===== src/rtl/alu_issue_stage.sv =====
// Decode-and-issue stage in front of the ALU: decodes RV32I OP/OP-IMM into
// (A, B, alu_op, rd, illegal) and buffers the result in a 2-entry skid buffer.
module alu_issue_stage (
    input  logic        clk,
    input  logic        rst_n,
    input  logic        flush,
    input  logic        in_valid,
    output logic        in_ready,
    input  logic [31:0] instr,
    input  logic [31:0] rs1_data,
    input  logic [31:0] rs2_data,
    output logic        out_valid,
    input  logic        out_ready,
    output logic [31:0] A,
    output logic [31:0] B,
    output logic [3:0]  alu_op,
    output logic [4:0]  rd,
    output logic        illegal
);

    localparam logic [6:0] OPC_OP     = 7'b0110011;
    localparam logic [6:0] OPC_OP_IMM = 7'b0010011;
    localparam logic [6:0] F7_BASE    = 7'b0000000;
    localparam logic [6:0] F7_ALT     = 7'b0100000;

    localparam logic [3:0] ALU_ADD  = 4'd0;
    localparam logic [3:0] ALU_SUB  = 4'd1;
    localparam logic [3:0] ALU_XOR  = 4'd2;
    localparam logic [3:0] ALU_OR   = 4'd3;
    localparam logic [3:0] ALU_AND  = 4'd4;
    localparam logic [3:0] ALU_SLL  = 4'd5;
    localparam logic [3:0] ALU_SRL  = 4'd6;
    localparam logic [3:0] ALU_SRA  = 4'd7;
    localparam logic [3:0] ALU_SLT  = 4'd8;
    localparam logic [3:0] ALU_SLTU = 4'd9;

    typedef struct packed {
        logic [31:0] a;
        logic [31:0] b;
        logic [3:0]  op;
        logic [4:0]  rd;
        logic        illegal;
    } bundle_t;

    logic [6:0]  opcode;
    logic [2:0]  f3;
    logic [6:0]  f7;
    logic [31:0] imm_i;
    logic [31:0] shamt;
    logic        dec_legal;
    logic [3:0]  dec_op;
    logic [31:0] dec_b;
    bundle_t     dec_bundle;

    bundle_t     main_reg;
    bundle_t     skid_reg;
    logic        main_valid_reg;
    logic        skid_valid_reg;
    logic        in_hs;
    logic        out_hs;

    // Register indices are consumed by the register file, not here.
    logic        unused_rs1_idx;
    assign unused_rs1_idx = ^instr[19:15];

    assign opcode = instr[6:0];
    assign f3     = instr[14:12];
    assign f7     = instr[31:25];
    assign imm_i  = {{20{instr[31]}}, instr[31:20]};
    assign shamt  = {27'b0, instr[24:20]};

    always_comb begin
        dec_legal = 1'b0;
        dec_op    = ALU_ADD;
        dec_b     = 32'd0;
        case (opcode)
            OPC_OP: begin
                dec_b = rs2_data;
                case (f3)
                    3'b000: begin
                        dec_legal = (f7 == F7_BASE) || (f7 == F7_ALT);
                        dec_op    = (f7 == F7_ALT) ? ALU_SUB : ALU_ADD;
                    end
                    3'b101: begin
                        dec_legal = (f7 == F7_BASE) || (f7 == F7_ALT);
                        dec_op    = (f7 == F7_ALT) ? ALU_SRA : ALU_SRL;
                    end
                    3'b001: begin dec_legal = (f7 == F7_BASE); dec_op = ALU_SLL;  end
                    3'b010: begin dec_legal = (f7 == F7_BASE); dec_op = ALU_SLT;  end
                    3'b011: begin dec_legal = (f7 == F7_BASE); dec_op = ALU_SLTU; end
                    3'b100: begin dec_legal = (f7 == F7_BASE); dec_op = ALU_XOR;  end
                    3'b110: begin dec_legal = (f7 == F7_BASE); dec_op = ALU_OR;   end
                    default: begin dec_legal = (f7 == F7_BASE); dec_op = ALU_AND; end
                endcase
            end
            OPC_OP_IMM: begin
                dec_b     = imm_i;
                dec_legal = 1'b1;
                case (f3)
                    3'b000: dec_op = ALU_ADD;
                    3'b010: dec_op = ALU_SLT;
                    3'b011: dec_op = ALU_SLTU;
                    3'b100: dec_op = ALU_XOR;
                    3'b110: dec_op = ALU_OR;
                    3'b111: dec_op = ALU_AND;
                    3'b001: begin
                        dec_b     = shamt;
                        dec_legal = (f7 == F7_BASE);
                        dec_op    = ALU_SLL;
                    end
                    default: begin
                        dec_b     = shamt;
                        dec_legal = (f7 == F7_BASE) || (f7 == F7_ALT);
                        dec_op    = (f7 == F7_ALT) ? ALU_SRA : ALU_SRL;
                    end
                endcase
            end
            default: dec_legal = 1'b0;
        endcase
    end

    // Illegal encodings still issue, but as an all-zero bundle with the flag set.
    always_comb begin
        dec_bundle = '0;
        if (dec_legal) begin
            dec_bundle.a  = rs1_data;
            dec_bundle.b  = dec_b;
            dec_bundle.op = dec_op;
            dec_bundle.rd = instr[11:7];
        end else begin
            dec_bundle.illegal = 1'b1;
        end
    end

    assign in_ready = ~skid_valid_reg;
    assign in_hs    = in_valid & ~skid_valid_reg;
    assign out_hs   = main_valid_reg & out_ready;

    always_ff @(posedge clk or negedge rst_n) begin
        if (!rst_n) begin
            main_reg       <= '0;
            skid_reg       <= '0;
            main_valid_reg <= 1'b0;
            skid_valid_reg <= 1'b0;
        end else if (flush) begin
            main_valid_reg <= 1'b0;
            skid_valid_reg <= 1'b0;
        end else if (skid_valid_reg) begin
            // in_ready is low here, so only the skid-to-main move can happen.
            if (out_hs) begin
                main_reg       <= skid_reg;
                skid_valid_reg <= 1'b0;
            end
        end else if (in_hs) begin
            if (!main_valid_reg || out_hs) begin
                main_reg       <= dec_bundle;
                main_valid_reg <= 1'b1;
            end else begin
                skid_reg       <= dec_bundle;
                skid_valid_reg <= 1'b1;
            end
        end else if (out_hs) begin
            main_valid_reg <= 1'b0;
        end
    end

    assign out_valid = main_valid_reg;
    assign A         = main_reg.a;
    assign B         = main_reg.b;
    assign alu_op    = main_reg.op;
    assign rd        = main_reg.rd;
    assign illegal   = main_reg.illegal;

endmodule


===== config.mk =====
export PLATFORM = sky130hd
export DESIGN_NAME = alu_issue_stage
export DESIGN_NICKNAME = d
export VERILOG_FILES = /design/src/rtl/alu_issue_stage.sv
export SDC_FILE = /design/constraint.sdc
export NUM_CORES = 1
export LEC_CHECK = 0
export CORE_ASPECT_RATIO = 1.1
export CORE_MARGIN = 1.5
export CORE_UTILIZATION = 40
export DETAILED_ROUTE_END_ITERATION = 10
export GPL_TIMING_DRIVEN = 0
export PLACE_DENSITY = 0.67
export SYNTH_ARGS = -nofsm -noshare
export SYNTH_HDL_FRONTEND = slang
export SYNTH_SLANG_ARGS = --single-unit

===== constraint.sdc =====
create_clock -name clk -period 3.7 [get_ports clk]
set_input_delay 0.37 -clock clk [delete_from_list [all_inputs] [get_ports clk]]
set_output_delay 0.37 -clock clk [all_outputs]
set_load 0.005 [all_outputs]

Word-level counts from Yosys, hierarchy flattened. Index checks and enable logic that the tools add are counted.

Output and inout port bits: 76. Logic and storage cells: 69. Register bits: 150.

Multiplexer cells: 26. Bitwise gates (word level): 5. Reductions and logical operators: 13. Equality and inequality tests: 13.

Operators by type and width (count): $mux W74 (4); $mux W73 (1); $pmux W32 S2 (1); $pmux W4 S7 (2); $mux W32 (1); $eq A7 B6 Y1 const B (2); $mux W1 (14); $eq A3 B3 Y1 const B (4); $pmux W4 S2 (1); $reduce_and A4 Y1 (2); $eq A7 B5 Y1 const B (1); $logic_not A7 Y1 (1); $eq A3 B2 Y1 const B (2); $reduce_or A6 Y1 (1); $pmux W1 S2 (2); $reduce_bool A2 Y1 (2); $eq A3 B1 Y1 const B (1); $logic_not A3 Y1 (1); $ne A3 B2 Y1 const B (1); $not A1 Y1 (3); $reduce_and A3 Y1 (1); $reduce_bool A3 Y1 (1); $and A1 B1 Y1 (2); $logic_or A1 B1 Y1 (2); other kinds (4) (4).

Depth between registers and ports, before layout.
Depth in word-level cells: 8. Depth in mapped cells: 8. Depth with buffers taken out: 5.

Least setup slack after synthesis. OpenSTA, ideal clock, no wires.

Kind: reg-to-reg. Start point: register skid_valid_reg. End point: register skid_reg[39] (netlist bit). Arrival time: 1.562 ns. Cell stages (with the launch flop): 8. Period minus slack after synthesis: 1.697 ns. Library setup time: 0.135 ns. Path buffers: 3. Data required time: 3.565 ns. Slack: 2.003 ns. Path through: dfrtp_1 nand2b_4 or3_1 buf_2 buf_2 buf_1 nand2_1 o31ai_1.

Longest elaborated chain between the ends: 3.

Ends and longest elaborated chain: start: declaration (line 58) `logic skid_valid_reg;`; start signal: assignment (line 144) `skid_valid_reg <= 1'b0;`; start signal: assignment (line 147) `skid_valid_reg <= 1'b0;`; start signal: assignment (line 152) `skid_valid_reg <= 1'b0;`; $not A1 Y1 (no line) (*); $and A1 B1 Y1 (line 136) `assign in_hs = in_valid & ~skid_valid_reg;`; $reduce_and A4 Y1 (no line) (*); end signal: assignment (line 159) `skid_reg <= dec_bundle;`; end: declaration (line 56) `bundle_t skid_reg;`.

Every way passes the cells marked *; elsewhere a longest branch is shown, timed or not. A chain may end at the register's enable or synchronous reset.

Worst setup path in the final report.
Start point: register skid_valid_reg. End point: output in_ready.

Longest elaborated chain between the ends: 1.

Ends and longest elaborated chain: $not A1 Y1 (no line); end: declaration (line 8) `output logic in_ready,`.

Every way passes these cells.

==> impl_results.md <==
- Initial core utilization: 0.408
- Clock latency on the worst-skew pair: 0.42 ns
- Die width: 129 um
- CP endpoint kind: primary output
- CTS Buffer Depth: 2
- Core area: 17000 um2
- Area of the multi-input gates: 2810 um2
- Cell Area, Synth: 6940 um2
- Final Instance Count excl. Fillers: 1188
- Clock power frac: 0.488
- Outcome: complete, no violations
- Htree depth: 4
- # DRC: 0
- Arrival time worst endpoint: 2.14 ns
- Syn Nets: 851
- Tcrit/Tclk final: 0.678
- Static leakage: 4.25 nW
- Initial DRC count: 516
- Pwr dens: 410 nW/um2
- Share of cells above drive strength 1: 0.0744
- PnR worst setup slack: 1.19 ns
- Crit path max fanout: 10
- Max transition margin: 0.522
- Critical Path RT: 3.33 ns
- CTS tree: yes
- Fin. Hold Viols: 0
- MaxCap Viol Count: 0
- First-pass GRT wire length: 33300 um
- Register area share after synthesis: 0.541
- Final min period: 2.51 ns
- Rows: 50
- CTS root buf: clkbuf_16
- Die Ht: 141 um
- Sequential cell area: 3750 um2
- Die area: 18200 um2
- Drt total wl: 20900 um
- Grt ovf: 0
- Final hold slack: 0.468 ns
- DR vias/cell: 5.31
- Routed via count: 6313
- # placed instances: 1155
- Port-buffer cells: 170
- # resized after CTS: 0
- First-pass DRT Iterations: 5
- Switching Share: 0.231
- Avg Cell Area, Syn: 9.26 um2
- Area after DPL: 8970 um2
- Sinks on Clock Net: 150
- Sequential power share: 0.421
- Fin. max-slew vios: 0
- Internal power: 3.04 mW
- # setup viols final: 0
- Post-DR wirelength/cell: 17.6 um
- I/O pins: 177
- Final core occ: 0.566
- Synth Instances: 750
- Gpl congestion: 0.823
- Largest net degree at the start of global routing: 95
- FF+latch count, synth: 150
- Max reg flops: 74
- Clock Pin Slew Worst Setup and Hold Paths: 0.06 ns
- Finished Cell Area: 9630 um2
- Max Clock Skew: 0.0105 ns
- DP HPWL: 14400 um
- Hold crit path type: reg -> reg
- Gate power share: 0.091
- Area Overhead vs Synth: 38.7%
- VDD IR max: 0.322 mV
- Nets: 1042
- Number of antenna violations at the first check in global routing: 0
- Setup tns final: 0 ns
- Critical path class: reg -> out
- Final ANT Viol Nets: 0
- Post-synth cell types: 37
- Antenna cells: 0
- Layout filler cell count: 1578
- CTS Buf Count: 17
- Total power: 3.95 mW
- Yosys warning total: 0
- Startpoint Class: flop
- All-Layer GR Usage: 0.237
- Sw power: 913 uW
- Fmax: 0.399 GHz
- Worst Max-Slew Pin Slew: 0.717 ns
- Placement Setup Slack: 1.10 ns
- Vias in the first global route: 6279
- RSZ-0062 raised after global routing: false
power groups by stage:
stage               clock network (mW)  logic [mW]  registers, mW
floorplan                            0       0.131           1.69
global placement                     0       0.356           1.69
detailed placement                   0       0.359           1.69
CTS                               1.95       0.362           1.66
global route                      2.04       0.395           1.66
finish                            1.93       0.360           1.66
logic make-up (layout without fill, tap and decap cells):
kind of cell	after synthesis	after routing	share of synthesized area
AOI/OAI and AO/OA	259	259	0.220
buffers and inverters	74	278	0.0542
DFF	150	150	0.541
muxes	6	6	0.00883
and+or+nand+nor	261	261	0.176
synthesized netlist by cell type:
library cell | n | area share
nor2b_1 | 5 | 0.0045
nand2b_4 | 1 | 0.0020
buf_2 | 14 | 0.010
o21bai_1 | 1 | 0.0011
o21ai_0 | 64 | 0.046
a21oi_1 | 101 | 0.073
inv_1 | 2 | 0.0011
nor4_1 | 1 | 0.00090
o31ai_1 | 66 | 0.071
buf_6 | 8 | 0.013
o21ai_1 | 12 | 0.0086
clkbuf_1 | 41 | 0.022
nor2_1 | 11 | 0.0059
buf_4 | 5 | 0.0054
buf_1 | 2 | 0.0011
a22o_1 | 1 | 0.0013
o31a_1 | 1 | 0.0013
nor4_2 | 1 | 0.0018
nand3_1 | 1 | 0.00072
nand2_1 | 160 | 0.086
o311ai_1 | 1 | 0.0013
a31oi_1 | 2 | 0.0018
nor3_1 | 2 | 0.0014
o21a_1 | 1 | 0.0011
and3b_1 | 1 | 0.0013
or3_1 | 1 | 0.00090
mux2_2 | 1 | 0.0016
dfrtp_1 | 150 | 0.54
o31ai_2 | 5 | 0.0090
clkbuf_2 | 2 | 0.0014
and3_1 | 72 | 0.065
nand2b_1 | 3 | 0.0027
nand4_1 | 1 | 0.00090
a211oi_1 | 3 | 0.0032
nor3b_2 | 1 | 0.0018
a211o_1 | 1 | 0.0013
mux2i_1 | 5 | 0.0072
cells in the final DEF (no fill, tap or decap), drive strengths merged, types with 2 or more instances in the layout:
| master | count |
|---|---|
| nand2 | 160 |
| o31ai | 71 |
| nor2b | 5 |
| nor4 | 2 |
| inv | 3 |
| nor3 | 2 |
| a21oi | 101 |
| o21ai | 76 |
| bufinv | 5 |
| nand2b | 4 |
| buf | 31 |
| clkbuf | 63 |
| and3 | 72 |
| a31oi | 2 |
| clkdlybuf4s50 | 169 |
| a211oi | 3 |
| dfrtp | 150 |
| clkinv | 5 |
| mux2i | 5 |
| nor2 | 11 |
area by class of cell:
type | instances | share of cell area
inverters | 2 | 0.000779
well taps | 234 | 0.0304
clock buffers | 20 | 0.0474
repair buffers | 172 | 0.181
flip-flops and latches | 150 | 0.390
clock inverters | 12 | 0.0207
plain buffers | 72 | 0.0383
multi-input cells | 526 | 0.292
final timing paths:
check / end / depth (start not counted) / slack (ns) / startpoint
hold reg to reg: skid_reg[23]$_DFFE_PN0P_ / 2 / 0.47 / skid_reg[23]$_DFFE_PN0P_
max in group asynchronous: A[16]$_DFFE_PN0P_ / 3 / 2.38 / rst_n
setup reg to reg: B[6]$_DFFE_PN0P_ / 6 / 1.39 / skid_valid_reg$_DFF_PN0_
hold / removal: skid_reg[23]$_DFFE_PN0P_ / 2 / 0.47 / skid_reg[23]$_DFFE_PN0P_
setup / recovery: in_ready / 3 / 1.19 / skid_valid_reg$_DFF_PN0_
min in group asynchronous: B[26]$_DFFE_PN0P_ / 2 / 0.48 / rst_n
repair_timing:
| item | in CTS | in global routing |
|---|---|---|
| hold endpoints to repair | 56 | 0 |
| setup buffers | 0 | 0 |
| hold buffers | 1 | 0 |
per-layer routing:
metal / routed length [um] / vias up / global-route usage / share of wire
met5: 0 / - / 0 / 0
met4: 303 / 0 / 0.0745 / 0.014
met3: 1450 / 25 / 0.0615 / 0.069
met2: 9790 / 215 / 0.381 / 0.47
met1: 9360 / 3050 / 0.315 / 0.45
li1: - / 3023 / - / -
worst max-delay path, cell delays in order, from the launching register on:
cell	delay, ns
dfrtp_1	0.50
clkbuf_1	0.55
inv_1	0.16
clkdlybuf4s50_1	0.52
Note: power is estimated with default switching activity, not from simulation.
